File: config.mk
export PLATFORM = sky130hd
export DESIGN_NAME = mem_port_arbiter
export DESIGN_NICKNAME = d
export VERILOG_FILES = /design/src/rtl/mem_port_arbiter.sv
export SDC_FILE = /design/constraint.sdc
export NUM_CORES = 1
export LEC_CHECK = 0
export BUFFER_PORTS_ARGS = -buffer_cell sky130_fd_sc_hd__buf_2
export CAP_MARGIN = 20
export CORE_MARGIN = 2
export CORE_UTILIZATION = 30
export CTS_CLUSTER_DIAMETER = 100
export DETAILED_ROUTE_END_ITERATION = 8
export SYNTH_ARGS = -nofsm -noshare
export SYNTH_HDL_FRONTEND = slang
export SYNTH_SLANG_ARGS = --single-unit
File: constraint.sdc
create_clock -name clk -period 4.9 [get_ports clk]
set_clock_uncertainty 0.1 [all_clocks]
set_input_delay 0.245 -clock clk [delete_from_list [all_inputs] [get_ports clk]]
set_output_delay 0.245 -clock clk [all_outputs]
set_load 0.05 [all_outputs]
File: src/rtl/mem_port_arbiter.sv
// ============================================================================
// Module   : mem_port_arbiter
// Purpose  : Shares one fixed-latency memory between the fetch (IF) and
//            load/store (DM) ports using req/ready handshakes.
// Revision : 1.0 - initial release
// ============================================================================
`default_nettype none

module mem_port_arbiter #(
    parameter int ADDR_W     = 32,
    parameter int MEM_LAT    = 2,
    parameter int MAX_STREAK = 3
) (
    input  logic              clk,
    input  logic              rst,
    input  logic              if_req,
    input  logic [ADDR_W-1:0] if_addr,
    output logic              if_ready,
    output logic [31:0]       if_rdata,
    input  logic              dm_req,
    input  logic              dm_we,
    input  logic [ADDR_W-1:0] dm_addr,
    input  logic [2:0]        dm_func,
    input  logic [31:0]       dm_wdata,
    output logic              dm_ready,
    output logic [31:0]       dm_rdata,
    output logic              mem_en,
    output logic              mem_we,
    output logic [ADDR_W-1:0] mem_addr,
    output logic [2:0]        mem_func,
    output logic [31:0]       mem_wdata,
    input  logic [31:0]       mem_rdata,
    output logic              busy,
    output logic              grant_dm
);

    localparam int CNT_W    = (MEM_LAT > 1) ? $clog2(MEM_LAT) : 1;
    localparam int STREAK_W = $clog2(MAX_STREAK + 1);

    localparam logic [CNT_W-1:0]    CNT_INIT   = CNT_W'(MEM_LAT - 1);
    localparam logic [STREAK_W-1:0] STREAK_MAX = STREAK_W'(MAX_STREAK);
    localparam logic [2:0]          FUNC_WORD  = 3'b010;

    localparam logic [1:0] S_IDLE   = 2'd0;
    localparam logic [1:0] S_ACCESS = 2'd1;
    localparam logic [1:0] S_RESP   = 2'd2;

    logic [1:0]          state_q,     state_d;
    logic [CNT_W-1:0]    cnt_q,       cnt_d;
    logic [STREAK_W-1:0] streak_q,    streak_d;
    logic                mem_en_q,    mem_en_d;
    logic                mem_we_q,    mem_we_d;
    logic [ADDR_W-1:0]   mem_addr_q,  mem_addr_d;
    logic [2:0]          mem_func_q,  mem_func_d;
    logic [31:0]         mem_wdata_q, mem_wdata_d;
    logic                grant_dm_q,  grant_dm_d;
    logic                if_ready_q,  if_ready_d;
    logic                dm_ready_q,  dm_ready_d;
    logic [31:0]         if_rdata_q,  if_rdata_d;
    logic [31:0]         dm_rdata_q,  dm_rdata_d;

    // IF only wins a contested cycle once DM has used up its streak allowance
    logic pick_if;
    assign pick_if = if_req && (!dm_req || (streak_q == STREAK_MAX));

    always_ff @(posedge clk or posedge rst) begin
        if (rst) begin
            state_q     <= S_IDLE;
            cnt_q       <= '0;
            streak_q    <= '0;
            mem_en_q    <= 1'b0;
            mem_we_q    <= 1'b0;
            mem_addr_q  <= '0;
            mem_func_q  <= '0;
            mem_wdata_q <= '0;
            grant_dm_q  <= 1'b0;
            if_ready_q  <= 1'b0;
            dm_ready_q  <= 1'b0;
            if_rdata_q  <= '0;
            dm_rdata_q  <= '0;
        end else begin
            state_q     <= state_d;
            cnt_q       <= cnt_d;
            streak_q    <= streak_d;
            mem_en_q    <= mem_en_d;
            mem_we_q    <= mem_we_d;
            mem_addr_q  <= mem_addr_d;
            mem_func_q  <= mem_func_d;
            mem_wdata_q <= mem_wdata_d;
            grant_dm_q  <= grant_dm_d;
            if_ready_q  <= if_ready_d;
            dm_ready_q  <= dm_ready_d;
            if_rdata_q  <= if_rdata_d;
            dm_rdata_q  <= dm_rdata_d;
        end
    end

    always_comb begin
        state_d = state_q;
        case (state_q)
            S_IDLE:   if (if_req || dm_req) state_d = S_ACCESS;
            S_ACCESS: if (cnt_q == '0)      state_d = S_RESP;
            S_RESP:                         state_d = S_IDLE;
            default:                        state_d = S_IDLE;
        endcase
    end

    always_comb begin
        cnt_d       = cnt_q;
        streak_d    = streak_q;
        mem_en_d    = mem_en_q;
        mem_we_d    = mem_we_q;
        mem_addr_d  = mem_addr_q;
        mem_func_d  = mem_func_q;
        mem_wdata_d = mem_wdata_q;
        grant_dm_d  = grant_dm_q;
        if_rdata_d  = if_rdata_q;
        dm_rdata_d  = dm_rdata_q;
        if_ready_d  = 1'b0;
        dm_ready_d  = 1'b0;
        case (state_q)
            S_IDLE: begin
                if (if_req || dm_req) begin
                    cnt_d    = CNT_INIT;
                    mem_en_d = 1'b1;
                    if (pick_if) begin
                        mem_we_d    = 1'b0;
                        mem_addr_d  = if_addr;
                        mem_func_d  = FUNC_WORD;
                        mem_wdata_d = '0;
                        grant_dm_d  = 1'b0;
                        streak_d    = '0;
                    end else begin
                        mem_we_d    = dm_we;
                        mem_addr_d  = dm_addr;
                        mem_func_d  = dm_func;
                        mem_wdata_d = dm_wdata;
                        grant_dm_d  = 1'b1;
                        if (!if_req)
                            streak_d = '0;
                        else if (streak_q != STREAK_MAX)
                            streak_d = streak_q + STREAK_W'(1);
                    end
                end
            end
            S_ACCESS: begin
                if (cnt_q == '0) begin
                    mem_en_d = 1'b0;
                    mem_we_d = 1'b0;
                    if (!grant_dm_q)
                        if_rdata_d = mem_rdata;
                    else if (!mem_we_q)
                        dm_rdata_d = mem_rdata;
                    if_ready_d = !grant_dm_q;
                    dm_ready_d = grant_dm_q;
                end else begin
                    cnt_d = cnt_q - CNT_W'(1);
                end
            end
            default: ;
        endcase
    end

    always_comb begin
        mem_en    = mem_en_q;
        mem_we    = mem_we_q;
        mem_addr  = mem_addr_q;
        mem_func  = mem_func_q;
        mem_wdata = mem_wdata_q;
        grant_dm  = grant_dm_q;
        if_ready  = if_ready_q;
        dm_ready  = dm_ready_q;
        if_rdata  = if_rdata_q;
        dm_rdata  = dm_rdata_q;
        busy      = (state_q != S_IDLE);
    end

endmodule

`default_nettype wire

Yosys cells after proc, flatten, opt, wreduce, memory -nomap -nowiden
Cells that the tools add are included.
Widths: inputs -> output; s select.
{"block": "word_totals", "ramBits": 0, "input_bits": 136, "romBits": 0, "ff_bits": 141, "mem_count": 0, "elab_cells": 61, "latchBits": 0}
{"block": "classes", "n_shift": 0, "order_cmp": 0, "n_addsub": 2, "n_bitwise": 3, "n_div": 0, "multipliers": 0, "reduce_logical": 15, "muxes": 22, "n_eq_ne": 6}
{"op": "$mux 32", "n": 2}
{"op": "$mux 1", "n": 10}
{"op": "$mux 2", "n": 5}
{"op": "$reduce_and 3->1", "n": 3}
{"op": "$ne 2x2->1 const B", "n": 3}
{"op": "$pmux 1 s2", "n": 3}
{"op": "$reduce_and 2->1", "n": 3}
{"op": "$pmux 2 s2", "n": 1}
{"op": "$reduce_and 4->1", "n": 1}
{"op": "$reduce_bool 2->1", "n": 2}
{"op": "$mux 3", "n": 1}
{"op": "$ne 3x1->1 const B", "n": 1}
{"op": "$not 1->1", "n": 3}
{"op": "$add 2x1->2 const B", "n": 1}
{"op": "$eq 2x1->1 const B", "n": 1}
{"op": "$eq 2x2->1 const B", "n": 1}
{"op": "$logic_not 1->1", "n": 2}
{"op": "$logic_not 2->1", "n": 1}
{"op": "$logic_or 1x1->1", "n": 2}
{"op": "$logic_and 1x1->1", "n": 1}
{"op": "$sub 1x1->1 const B", "n": 1}

Logic depth before layout (Yosys ltp)
{"block": "depth", "depth_word": 6, "depth_mapped": 7, "ltp_nobuf": 4}

Worst setup path after synthesis
Ideal clock, no wire load.
{"block": "synth_timing", "kind": "reg2reg", "startpoint": "register state_q[1]", "endpoint": "register if_rdata_q[10] (netlist: if_rdata[10])", "arrival_time_ns": 1.520, "setup_time_ns": 0.125, "path_stages_with_launch": 5, "path_slack_ns": 3.155, "period_less_slack_ns": 1.745, "cell_sequence": "dfrtp_1 or3b_4 nor2_2 buf_4 mux2_2"}
{"block": "synth_between", "elab_chain_cells": 2}
{"element": "from (decl)", "line": "48", "source": "logic [1:0] state_q, state_d;"}
{"element": "from (signal assigned)", "line": "82", "source": "state_q <= state_d;"}
{"element": "$eq 2x1->1", "line": "121", "source": "case (state_q)"}
{"element": "$reduce_and 3->1 (no source line)"}
{"element": "to (signal assigned)", "line": "93", "source": "if_rdata_q <= if_rdata_d;"}
{"element": "to (decl)", "line": "59", "source": "logic [31:0] if_rdata_q, if_rdata_d;"}
Every way passes these cells.
A chain may end at the register's enable or synchronous reset.

Final worst setup path
{"block": "layout_timing", "startpoint": "register state_q[0]", "endpoint": "register mem_addr_q[6] (netlist: mem_addr[6])"}
{"block": "layout_between", "elab_chain_cells": 2}
{"element": "$logic_not 2->1", "line": "121"}
{"element": "$reduce_and 2->1 (no source line)"}
{"element": "to (signal assigned)", "line": "87", "source": "mem_addr_q <= mem_addr_d;"}
{"element": "to (decl)", "line": "53", "source": "logic [ADDR_W-1:0] mem_addr_q, mem_addr_d;"}
Every way passes these cells.

==> metrics.md <==
| Metric | Value |
|---|---|
| Outcome | `finished, final reports clean` |
| Combinational family with the most area after synthesis | `compound AO/OA/AOI/OAI gates` |
| RSZ-0062 raised after global routing | `false` |
| Chip Width | `141 µm` |
| Cells after synthesis | `438` |
| Adder-cell area share of the yosys netlist | `0.00222` |
| Share of post-route cells with drive strength above 1 | `0.469` |
| DIE HEIGHT | `141 µm` |
| Vias per cell | `4.74` |
| Post-Route Setup TNS | `0 ns` |
| Psw | `0.00361 W` |
| CTS max path bufs | `2` |
| Count leader, synth | `dfrtp_1` |
| Yosys warnings | `0` |
| Slew @ Worst Pin | `about 1 ns` |
| Post-CTS Setup Bufs | `0` |
| Critical path class | `register to register` |
| Total CTS buffers | `17` |
| WL met1 | `roughly 7.1 mm` |
| Max cap viols | `0` |
| Final WS setup | `1.77 ns` |
| CTS Sinks | `about 140` |
| CP Launch Point | `state_q[0]` |
| H-tree depth | `4` |
| PwrDens | `roughly 830 nW/µm²` |
| DP Worst Slack | `2.03 ns` |
| Lkg Pwr | `slightly above 4 nW` |
| Synth-to-Final Area Change | `54.7%` |
| Synth Area in XOR/XNOR | `0` |
| Final Critical Period | `~3.1 ns` |
| Worst hold path class | `input port to register` |
| # hold bufs at CTS | `99` |
| Synthesized area per cell | `approximately 13 µm²` |
| Top-area cell type share of the netlist area | `0.627` |
| Startpoint Class | `register` |
| Initial DRC Count | `a little under 200` |
| Antenna violation net count after detailed routing | `0` |
| Largest net degree at the start of global routing | `slightly below 100` |
| Setup crit end kind | `register` |
| Clk root buf | `clkbuf_16` |
| DR WL met2 | `between 8 and 9 mm` |
| Final period utilization | `0.638` |
| Initial Utilization | `0.303` |
| Ys async rst share | `1.00` |
| Slack of the worst reg-to-reg path | `approximately 1.8 ns` |
| Synth Flop Type | `dfrtp_1` |
| Final Non-Filler Cells | `between 1000 and 1500` |
| CTS clk-pin slew, worst paths | `roughly 0.06 ns` |
| Synth top cells by count | `dfrtp_1 (141), mux2_2 (63), a22o_1 (34)` |
| GRT overflow | `0` |
| Clk pwr share | `0.169` |
| Post-Syn Area | `roughly 5600 µm²` |
| # diodes | `0` |
| Post-CTS sizing | `0` |
| Port Buffers | `272` |
| Per-cell routed wire length | `15.7 µm` |
| Reg2reg path depth | `6` |
| Core box area | `~19000 µm²` |
| Drt first pass iters | `6` |
| Max transition margin | `0.316` |
| Vias in the first global route | `between 5000 and 6000` |
| Combinational Power Share | `0.547` |
| Simple-Gate Fraction of Synth Area | `0.0483` |
| Sequential Power Share | `0.285` |
| Initial antenna violation count | `0` |
| Drt total wl | `roughly 16 mm` |
| Mux share of post-synthesis cell area | `0.128` |
| Internal power | `between 0.003 and 0.004 W` |
| Syn nets | `575` |
| # setup viols final | `0` |
| First-pass GRT wire length | `between 20 and 30 mm` |
| Max Clk Rate | `approximately 320 MHz` |
| Number of I/O pins | `between 200 and 300` |
| Final Hold Fails | `0` |
| Nets | `about 930` |
| Post-Place Cells | `913` |
| Seq/Total Area, Yosys | `0.627` |
| Required time of the critical path | `approximately 5.1 ns` |
| Net Sw Frac | `0.504` |
| CP arrival | `approximately 3.3 ns` |
| HPWL Detailed | `roughly 11 mm` |
| Post-synthesis register bit count | `~140` |
| Hold Path Stages | `3` |
| DR vias | `around 5000` |
| Number of flops mapped to enable cells by yosys | `0` |
| Reg2Reg Launch Point | `state_q[0]` |
| Total track usage | `0.163` |
| GPL Wtd Cong | `0.824` |
| Row cnt | `50` |
| Worst Hold Launch | `dm_addr[20]` |
| Skew-Pair Late Insertion Delay | `around 0.41 ns` |
| Synth area leaders | `dfrtp_1 (63%), mux2_2 (13%), a22o_1 (5.3%), a31oi_1 (3.6%), a21oi_1 (2.8%)` |
| Worst-path fanout max | `22` |
| CTS tree | `yes` |
| Wire length on met3 | `~810 µm` |
| Slew Viols, Final | `0` |
| Compound-cell area share of the yosys netlist | `0.155` |
| Die area | `between 15000 and 20000 µm²` |
| Residual DRC count | `0` |
| Max Used Layer | `met4` |
| VDD IR-drop max | `roughly 0.46 mV` |
| Distinct cell type count after synthesis | `32` |
| Post-synth top area cell | `dfrtp_1` |
## placed cells by master, fill, tap and decap left out, drive strengths merged
| master | instances |
|---|---|
| buf | 280 |
| dfrtp | 141 |
| dlygate4sd3 | 99 |
| mux2 | 64 |
| a22o | 34 |
| o21ai | 34 |
| nand3 | 32 |
| a21oi | 32 |
| a31oi | 32 |
| clkbuf | 20 |
| inv | 8 |
| nand2 | 5 |
| clkinvlp | 4 |
| clkinv | 4 |
| and2 | 2 |
| a21o | 2 |
| nand3b | 2 |
| nor2 | 2 |
| or3b | 1 |
| or2 | 1 |
| nor2b | 1 |
| o211a | 1 |
| a2bb2oi | 1 |
| nand2b | 1 |
| a32o | 1 |
| nand4 | 1 |
| nor4 | 1 |
| ha | 1 |
| bufinv | 1 |
## cell type report
| type | count | area [µm²] |
|---|---|---|
| clock inverter | 10 | 92.6 |
| sequential | 141 | 3530 |
| multi-input combinational | 251 | 1890 |
| clock buffer | 20 | 457 |
| inverter | 7 | 31.3 |
| timing repair buffer | 379 | 2410 |
| fill | 1695 | 9880 |
| tap | 234 | 293 |
## through the flow
stage                     instance area (µm²)   util  hold WS, ns  power (W)
final                                    8700  0.468       0.0204    0.00718
after detailed placement                 7160  0.385        0.365    0.00587
after CTS                                8700  0.468     0.000404    0.00725
after floorplan                          5620      -        0.268    0.00497
after global placement                   7160  0.385        0.359    0.00584
after global routing                     8700  0.468       0.0198    0.00755
## final timing paths
path	to
min	mem_addr[20]
max	mem_addr[6]
max in group asynchronous	mem_wdata[6]
min in group asynchronous	dm_rdata[22]
min reg2reg	dm_rdata[26]
max reg2reg	mem_addr[6]
## sequential cells by signal, indices dropped and copies added, names as in the netlist, 2 cells and up
signal / flops
mem_func: 3
mem_addr: 32
streak_q: 2
dm_rdata: 32
state_q: 2
mem_wdata: 32
if_rdata: 32
## metal layers
metal | vias to the layer above | track usage
li1 | 2333 | -
met1 | 2384 | 0.203
met2 | 194 | 0.276
met3 | 30 | 0.0357
met4 | 0 | 0.0684
met5 | - | 0
## power by group through the flow
stage	registers, W	logic, W	clock network (W)
after floorplan	0.00396	0.00101	0
after global placement	0.00205	0.00379	0
after detailed placement	0.00205	0.00382	0
after CTS	0.00204	0.00395	0.00126
after global routing	0.00211	0.00414	0.00130
final	0.00204	0.00393	0.00121
## cell families after synthesis
family,after synthesis
simple gates,49
buf+inv,46
flops,141
fa+ha+maj,1
mux,64
compound gates,137
## critical path, cell delays in order, from the launching register on
cell and delay (ns):
dfrtp_1 0.40, nor2_2 0.55, buf_4 0.37, and2_1 0.53, buf_4 0.34, a31oi_1 0.12
dlygate4sd3_1 0.58
Note: power is estimated with default switching activity, not from simulation.
